### config.mk
export PLATFORM = sky130hd
export DESIGN_NAME = lpc_capture_ctrl
export DESIGN_NICKNAME = d
export VERILOG_FILES = /design/src/rtl/lpc_capture_ctrl.sv
export SDC_FILE = /design/constraint.sdc
export NUM_CORES = 1
export LEC_CHECK = 0
export CAP_MARGIN = 20
export CORE_ASPECT_RATIO = 0.6
export CORE_MARGIN = 5
export CORE_UTILIZATION = 35
export CTS_BUF_LIST = sky130_fd_sc_hd__clkbuf_4 sky130_fd_sc_hd__clkbuf_8 sky130_fd_sc_hd__clkbuf_16
export DETAILED_ROUTE_END_ITERATION = 7
export HOLD_SLACK_MARGIN = 0.03
export PLACE_DENSITY = 0.52
export SYNTH_ARGS = -nofsm -noshare
export SYNTH_HDL_FRONTEND = slang
export SYNTH_SLANG_ARGS = --single-unit
### constraint.sdc
create_clock -name lpc_clock -period 5.1 [get_ports lpc_clock]
set_input_delay 0.765 -clock lpc_clock [delete_from_list [all_inputs] [get_ports lpc_clock]]
set_output_delay 0.765 -clock lpc_clock [all_outputs]
set_load 0.02 [all_outputs]
### src/rtl/lpc_capture_ctrl.sv
// ---------------------------------------------------------------------------
// lpc_capture_ctrl
//
// Captures completed LPC I/O and memory transactions from an upstream decoder,
// queues them as 30-bit records in a small FIFO and serialises each record
// onto a byte stream as four bytes:
//   HDR = {cyctype_dir[3:0], timeout, ovf, 2'b00}
//   AHI = addr[15:8]
//   ALO = addr[7:0]
//   DAT = data
//
// Ports
//   lpc_clock        in   sole clock, rising edge
//   lpc_reset        in   asynchronous active-low reset
//   enable           in   capture enable (blocks new captures only)
//   in_strobe        in   transaction-done level, a 0->1 edge marks one transaction
//   in_cyctype_dir   in   [3:0] cycle type / direction
//   in_addr          in   [31:0] decoded address, only [15:0] is used
//   in_data          in   [7:0] data byte
//   in_sync_timeout  in   transaction ended by sync timeout
//   tx_data          out  [7:0] serialised record byte (registered)
//   tx_valid         out  tx_data valid (registered)
//   tx_ready         in   sink accepts the byte when high together with tx_valid
//   fifo_level       out  [6:0] records waiting in the FIFO
//   dropped_cnt      out  [7:0] records dropped on a full FIFO, saturating
// ---------------------------------------------------------------------------
module lpc_capture_ctrl #(
    parameter int          FIFO_DEPTH = 8,
    parameter logic [15:0] ADDR_LO    = 16'h0000,
    parameter logic [15:0] ADDR_HI    = 16'hFFFF
) (
    input  logic        lpc_clock,
    input  logic        lpc_reset,
    input  logic        enable,
    input  logic        in_strobe,
    input  logic [3:0]  in_cyctype_dir,
    input  logic [31:0] in_addr,
    input  logic [7:0]  in_data,
    input  logic        in_sync_timeout,
    output logic [7:0]  tx_data,
    output logic        tx_valid,
    input  logic        tx_ready,
    output logic [6:0]  fifo_level,
    output logic [7:0]  dropped_cnt
);

    localparam int         AW      = (FIFO_DEPTH > 2) ? $clog2(FIFO_DEPTH) : 1;
    localparam logic [6:0] DEPTH_L = 7'(FIFO_DEPTH);

    typedef enum logic [2:0] {
        S_IDLE = 3'd0,
        S_HDR  = 3'd1,
        S_AHI  = 3'd2,
        S_ALO  = 3'd3,
        S_DAT  = 3'd4
    } state_t;

    // Record layout: [29:26] cyctype_dir, [25] timeout, [24] ovf,
    //                [23:8] addr[15:0], [7:0] data
    function automatic logic [7:0] rec_byte(input state_t st, input logic [29:0] rec);
        logic [7:0] b;
        case (st)
            S_HDR:   b = {rec[29:24], 2'b00};
            S_AHI:   b = rec[23:16];
            S_ALO:   b = rec[15:8];
            S_DAT:   b = rec[7:0];
            default: b = 8'h00;
        endcase
        return b;
    endfunction

    // Registered state
    state_t        state_q,    state_d;
    logic [29:0]   hold_q,     hold_d;
    logic [7:0]    tx_data_q,  tx_data_d;
    logic          tx_valid_q, tx_valid_d;
    logic [AW-1:0] wr_ptr_q,   wr_ptr_d;
    logic [AW-1:0] rd_ptr_q,   rd_ptr_d;
    logic [6:0]    level_q,    level_d;
    logic [7:0]    dropped_q,  dropped_d;
    logic          pend_ovf_q, pend_ovf_d;
    logic          prev_stb_q, prev_stb_d;
    logic          seen_low_q, seen_low_d;
    logic [29:0]   mem_q [FIFO_DEPTH];

    // Combinational helpers
    logic [15:0] addr_s;
    logic [16:0] lo_diff_s;
    logic [16:0] hi_diff_s;
    logic        in_range_s;
    logic        capture_s;
    logic        handshake_s;
    logic        pop_s;
    logic        wr_s;
    logic        rej_s;
    logic [29:0] new_rec_s;
    logic [29:0] head_s;
    logic        unused_addr_s;

    assign unused_addr_s = ^in_addr[31:16];

    // Capture qualification and FIFO write/pop arbitration.
    // The range test uses 17-bit differences so that full-range parameters
    // do not produce constant comparisons.
    // seen_low_q keeps a strobe that is already high when reset releases
    // from counting as a rising edge.
    always_comb begin
        addr_s      = in_addr[15:0];
        lo_diff_s   = {1'b0, addr_s} - {1'b0, ADDR_LO};
        hi_diff_s   = {1'b0, ADDR_HI} - {1'b0, addr_s};
        in_range_s  = ~lo_diff_s[16] & ~hi_diff_s[16];
        capture_s   = in_strobe & ~prev_stb_q & seen_low_q & enable &
                      (in_cyctype_dir[3:2] == 2'b00) & in_range_s;
        handshake_s = tx_valid_q & tx_ready;
        pop_s       = (level_q != 7'd0) &
                      ((state_q == S_IDLE) | ((state_q == S_DAT) & handshake_s));
        // A full FIFO still accepts a write when the head leaves on the same edge.
        wr_s        = capture_s & ((level_q != DEPTH_L) | pop_s);
        rej_s       = capture_s & ~wr_s;
        new_rec_s   = {in_cyctype_dir, in_sync_timeout, pend_ovf_q, addr_s, in_data};
        head_s      = mem_q[rd_ptr_q];
    end

    // FIFO pointers, level, drop counter, overflow flag and strobe history.
    always_comb begin
        wr_ptr_d   = wr_ptr_q;
        rd_ptr_d   = rd_ptr_q;
        level_d    = level_q;
        dropped_d  = dropped_q;
        pend_ovf_d = pend_ovf_q;
        prev_stb_d = in_strobe;
        seen_low_d = seen_low_q | ~in_strobe;

        if (wr_s) begin
            wr_ptr_d = wr_ptr_q + AW'(1);
        end else begin
            wr_ptr_d = wr_ptr_q;
        end

        if (pop_s) begin
            rd_ptr_d = rd_ptr_q + AW'(1);
        end else begin
            rd_ptr_d = rd_ptr_q;
        end

        case ({wr_s, pop_s})
            2'b10:   level_d = level_q + 7'd1;
            2'b01:   level_d = level_q - 7'd1;
            default: level_d = level_q;
        endcase

        if (rej_s) begin
            pend_ovf_d = 1'b1;
            if (dropped_q != 8'hFF) begin
                dropped_d = dropped_q + 8'd1;
            end else begin
                dropped_d = dropped_q;
            end
        end else if (wr_s) begin
            pend_ovf_d = 1'b0;
        end else begin
            pend_ovf_d = pend_ovf_q;
        end
    end

    // Serializer next state; output byte is derived from the next state so
    // tx_data/tx_valid are registered and stay frozen while stalled.
    always_comb begin
        state_d = state_q;
        hold_d  = hold_q;
        case (state_q)
            S_IDLE: begin
                if (pop_s) begin
                    state_d = S_HDR;
                    hold_d  = head_s;
                end else begin
                    state_d = S_IDLE;
                end
            end
            S_HDR: begin
                if (handshake_s) begin
                    state_d = S_AHI;
                end else begin
                    state_d = S_HDR;
                end
            end
            S_AHI: begin
                if (handshake_s) begin
                    state_d = S_ALO;
                end else begin
                    state_d = S_AHI;
                end
            end
            S_ALO: begin
                if (handshake_s) begin
                    state_d = S_DAT;
                end else begin
                    state_d = S_ALO;
                end
            end
            S_DAT: begin
                // Chain straight into the next record when one is waiting.
                if (handshake_s && pop_s) begin
                    state_d = S_HDR;
                    hold_d  = head_s;
                end else if (handshake_s) begin
                    state_d = S_IDLE;
                end else begin
                    state_d = S_DAT;
                end
            end
            default: begin
                state_d = S_IDLE;
            end
        endcase
        tx_valid_d = (state_d != S_IDLE);
        tx_data_d  = rec_byte(state_d, hold_d);
    end

    // Control and output registers.
    always_ff @(posedge lpc_clock or negedge lpc_reset) begin
        if (!lpc_reset) begin
            state_q    <= S_IDLE;
            hold_q     <= 30'd0;
            tx_data_q  <= 8'h00;
            tx_valid_q <= 1'b0;
            wr_ptr_q   <= '0;
            rd_ptr_q   <= '0;
            level_q    <= 7'd0;
            dropped_q  <= 8'd0;
            pend_ovf_q <= 1'b0;
            prev_stb_q <= 1'b0;
            seen_low_q <= 1'b0;
        end else begin
            state_q    <= state_d;
            hold_q     <= hold_d;
            tx_data_q  <= tx_data_d;
            tx_valid_q <= tx_valid_d;
            wr_ptr_q   <= wr_ptr_d;
            rd_ptr_q   <= rd_ptr_d;
            level_q    <= level_d;
            dropped_q  <= dropped_d;
            pend_ovf_q <= pend_ovf_d;
            prev_stb_q <= prev_stb_d;
            seen_low_q <= seen_low_d;
        end
    end

    // Record storage; contents are qualified by the pointers so no reset is needed.
    always_ff @(posedge lpc_clock) begin
        if (wr_s) begin
            mem_q[wr_ptr_q] <= new_rec_s;
        end
    end

    assign tx_data     = tx_data_q;
    assign tx_valid    = tx_valid_q;
    assign fifo_level  = level_q;
    assign dropped_cnt = dropped_q;

endmodule

# After elaboration in Yosys (flattened, before gate mapping)
# Memory sizes are Yosys's and may differ from the RTL's.
# Cells that the tools add are included.
# W data, S select, Z words.
# totals
reg_bits,66
ramBits,240
input_bits,50
output_inout_bits,24
mem_count,1
# memory_table
memory,depth,word_bits,read_ports,rd_clocked_by_memory_dff,write_ports,line,text
mem_q,8,30,1,0,1,84,logic [29:0] mem_q [FIFO_DEPTH];
# classes
n_addsub,6
n_eq_ne,12
n_mux,16
bitwise,17
n_reduce_logical,8
# ops
op,n
$mux W30,2
$pmux W30 S2,1
$pmux W8 S4,1
$sub A16 B16 Y17 const A,1
$pmux W3 S5,1
$pmux W7 S2,1
$eq A3 B2 Y1 const B,4
$and A1 B1 Y1,10
$mux W3,3
$add A8 B1 Y8 const B,1
$ne A8 B8 Y1 const B,1
$add A7 B1 Y7 const B,1
$ne A7 B4 Y1 const B,1
$reduce_bool A7 Y1,1
$sub A7 B1 Y7 const B,1
$add A3 B1 Y3 const B,2
$eq A3 B1 Y1 const B,2
$eq A3 B3 Y1 const B,2
$mux W1,6
$not A1 Y1,4
$reduce_bool A2 Y1,2
$logic_not A3 Y1,1
$or A1 B1 Y1,3
$reduce_bool A3 Y1,1
other kinds (6),6

# Depth between registers and ports, before layout
# depth
depth_word,10
mapped_depth,14
mapped_depth_nobuf,12

# Worst setup path after synthesis
# No wires, ideal clock.
# synth_timing
path_kind,input-to-reg
from,in in_strobe
to,"mem mem_q[0][0], enable pin"
t_arrival_ns,3.704
slack_ns,0.942
cell_stages,5
cell_sequence,nand4b_1 -> or3_1 -> and2b_1 -> nand2b_1 -> nor3_1
# synth_between
elab_chain_cells,8
# synth_lines
element,line,text
from (decl),35,"input logic in_strobe,"
$and A1 B1 Y1 (4 in series),112,capture_s = in_strobe & ~prev_stb_q & seen_low_q & enable &
$and A1 B1 Y1,113,(in_cyctype_dir[3:2] == 2'b00) & in_range_s;
$and A1 B1 Y1,118,wr_s = capture_s & ((level_q != DEPTH_L) | pop_s);
$mux W1,251,if (wr_s) begin
$mux W1 (not written as such),252,mem_q[wr_ptr_q] <= new_rec_s;
to (decl),84,
# Every way passes these cells.

# Worst setup path after layout
# layout_timing
from,in in_cyctype_dir[3]
to,"reg level_q[6], in the netlist fifo_level[6]"
# layout_between
elab_chain_cells,6
# layout_lines
element,line,text
from (decl),36,"input logic [3:0] in_cyctype_dir,"
$logic_not A2 Y1 (*),113,
$and A1 B1 Y1 (*),112,
$and A1 B1 Y1 (*),113,
$and A1 B1 Y1 (*),118,
$eq A2 B1 Y1 or $eq A2 B2 Y1 (tied branches),146,"case ({wr_s, pop_s})"
$pmux W7 S2 or $reduce_bool A2 Y1 (tied branches),--,
to (signal assigned),241,level_q <= level_d;
to (decl),79,"logic [6:0] level_q, level_d;"
# Mark *: on every way between the ends. The rest lies on a longest branch, timed or not.
# A chain may end at the register's enable or synchronous reset.

==> qor.yml <==
route:
  vias_per_cell: 5.01
  first_pass_iters: 5
  ant_nets: 0
  met1_length_mm: 12.3
  drt_wl_total_mm: 25.9
  wl_met2_mm: 11.9
  drt_iter0_drc: 413
  num_vias: 6004
  top_layer_used: "met4"
  routedWlPerCell_um: 21.6
  remaining_drc_errors: 0
  wl_met3_mm: 1.19
worst_setup_path:
  start_kind: "input pin"
  r2r-start: "fifo_level[0]"
  critPathCaptureType: "flop"
  setup.worst_path.end: "fifo_level[6]"
  critPathArrivalTime_ns: 3.90
  r2r_slack_ns: 1.69
  crit_cells: 12
  cp_top_family: "buffers and inverters"
  crit_path_cell_trace: "clkdlybuf4s50_1 > or3_1 > and2b_1 > inv_1 > ha_1 > inv_1 > fa_1 > nand2b_1 > a21oi_1 > mux2i_1 > nand2_1 > xor2_1"
  crit_top_cell: "inv_1"
  cp_max_fo: 9
  ff2ff_path_depth: 11
  r2r_end: "fifo_level[6]"
  worstPathRequired_ns: 5.55
  slowest_stage: "clkdlybuf4s50_1"
  criticalPathCategory: "input pin to flop"
  slowest_delay_ns: 0.63
  path_buf_inv: 3
  cp-startpoint: "in_cyctype_dir[3]"
sta:
  setup_slack_ns: 1.64
  finalCritPeriodShare_pct: 67.8
  fin_crit_ns: 3.46
  fin_worst_skew_ns: 0.0150
  finalHoldViolations: 0
  rsz0062_at_grt: "false"
  setup_viol_count_final: 0
  slew_headroom_pct: 27.5
  final-max-slew-violation-count: 0
  fin_tns_setup_ns: 0
  worst_pin_slew_ns: 1.08
  max_freq_ghz: 0.289
synthesis:
  synthArstFlopShare_pct: 21.6
  synth_largest_area_cell: "edfxtp_1"
  ys_seq_elements: 306
  syn_nets: 694
  syn_area_um2: 12000
  ys_warn_count: 0
  synth_edf_count: 240
  synth.top_cells.by_area: "edfxtp_1, dfrtp_1, mux4_2, mux2i_1, a21oi_1"
  netlist_instances: 634
  avgSynthCellArea_um2: 18.9
  yosysMostFrequentCell: "edfxtp_1"
  synth_common_cells: "edfxtp_1, dfrtp_1, mux4_2"
  synthDistinctLibCells: 45
  synth_top_area_share_pct: 60.3
  synth_top_flop_cell: "edfxtp_1"
  synth-seq-area-share_pct: 74.1
clock_tree:
  cts_resized: 0
  cts.sinks: 306
  clk_pin_slew_ns: 0.07
  insertion_delay_ns: 0.56
  cts_tree: "yes"
  cts_hold_buf: 0
  cts_buffer_depth: 3
  htreeDepth: 1
  numCtsBuffers: 30
  root_buffer: "clkbuf_16"
  post_cts_buffers: 0
placement:
  pre_cts_ws_ns: 1.07
  portBuffers: 57
  dpl-instance-area_um2: 13100
  dp_hpwl_mm: 15.6
  place_congestion: 0.731
grt:
  track_usage_pct: 13.7
  overflow: 0
  grt_pass1_wl_mm: 40.1
  grt_max_degree: 67
  grt_pass1_vias: 6345
  antenna_found_initial: 0
floorplan:
  io_pins: 74
  start_util_pct: 35.5
  die_y_um: 153
  die_area_um2: 38100
  die_x_um: 249
  rows: 52
  core_area_um2: 33700
final_layout:
  nets: 775
  drive_gt1_share_pct: 20.4
  syn_to_final_growth_pct: 18.7
  diodes: 0
  final_util_pct: 42.1
  postLayoutCellArea_um2: 14200
run:
  drv_cap: 0
power:
  power_density_nw_per_um2: 540
  vdd.ir_drop.worst_uv: 250
  power.leakage_nw: 4.86
run_status:
  outcome: "completed"
worst_hold_path:
  hold_path.class: "input pin to async pin"
[state kept, by name, indices dropped and copies added, names as in the netlist]
name	cells
dropped_cnt	8
seen_low_q	1
wr_ptr_q	3
hold_q	30
prev_stb_q	1
fifo_level	7
tx_valid	1
state_q	3
rd_ptr_q	3
tx_data	8
pend_ovf_q	1
mem_q	240
[where the power goes]
part           total, W  switching [W]  internal, W
sequential      0.00330       0.000364      0.00294
clock           0.00232       0.000917      0.00140
combinational   0.00205        0.00105      0.00100
[stage by stage]
stage          total power [W]  hold slack (ns)  instances
5_1_grt                0.00809            0.389       1198
2_1_floorplan          0.00477            0.435        634
3_3_place_gp           0.00539            0.451       1141
3_5_place_dp           0.00543            0.461       1141
6_report               0.00767            0.307       1198
4_1_cts                0.00777            0.346       1197
[logic make-up (layout without fill, tap and decap cells)]
family	count (synthesis)	after routing	synth area share [%]
fa+ha+maj	10	10	1.11
xor+xnor	16	16	1.17
simple gates	113	113	4.54
compound gates	64	64	3.54
flops	306	306	74.1
mux	93	93	14.1
buf+inv	32	137	1.51
[placed cells by master, fill, tap and decap left out, types with 7 or more instances in the layout]
cell,instances
clkbuf_8,7
clkbuf_4,7
edfxtp_1,240
a21oi_1,31
xnor2_1,11
clkdlybuf4s50_1,56
nor2_1,35
buf_4,15
clkbuf_16,31
dfrtp_1,63
mux2i_1,32
nand3b_1,7
o21ai_0,10
nand2_1,36
mux4_2,60
ha_1,9
[layer usage]
| layer | vias to the layer above | global-route usage [%] |
|---|---|---|
| li1 | 2679 | - |
| met1 | 3156 | 20.3 |
| met2 | 127 | 21.1 |
| met3 | 42 | 2.89 |
| met4 | 0 | 2.70 |
| met5 | - | 0 |
[worst min-delay path by stage]
stage | to | start
floorplan | seen_low_q | seen_low_q
global placement | seen_low_q | seen_low_q
detailed placement | seen_low_q | seen_low_q
CTS | fifo_level[0] | lpc_reset
global route | fifo_level[2] | lpc_reset
finish | fifo_level[0] | lpc_reset
[final cells by class]
cell class	count	area, um^2
fillers	3000	19500
flip-flops and latches	306	8860
multi-input cells	296	2960
clock buffers	45	925
repair buffers	74	718
well taps	459	574
clock inverters	11	133
inverters	7	26.3
No activity file was read; power rests on OpenSTA's default activity.
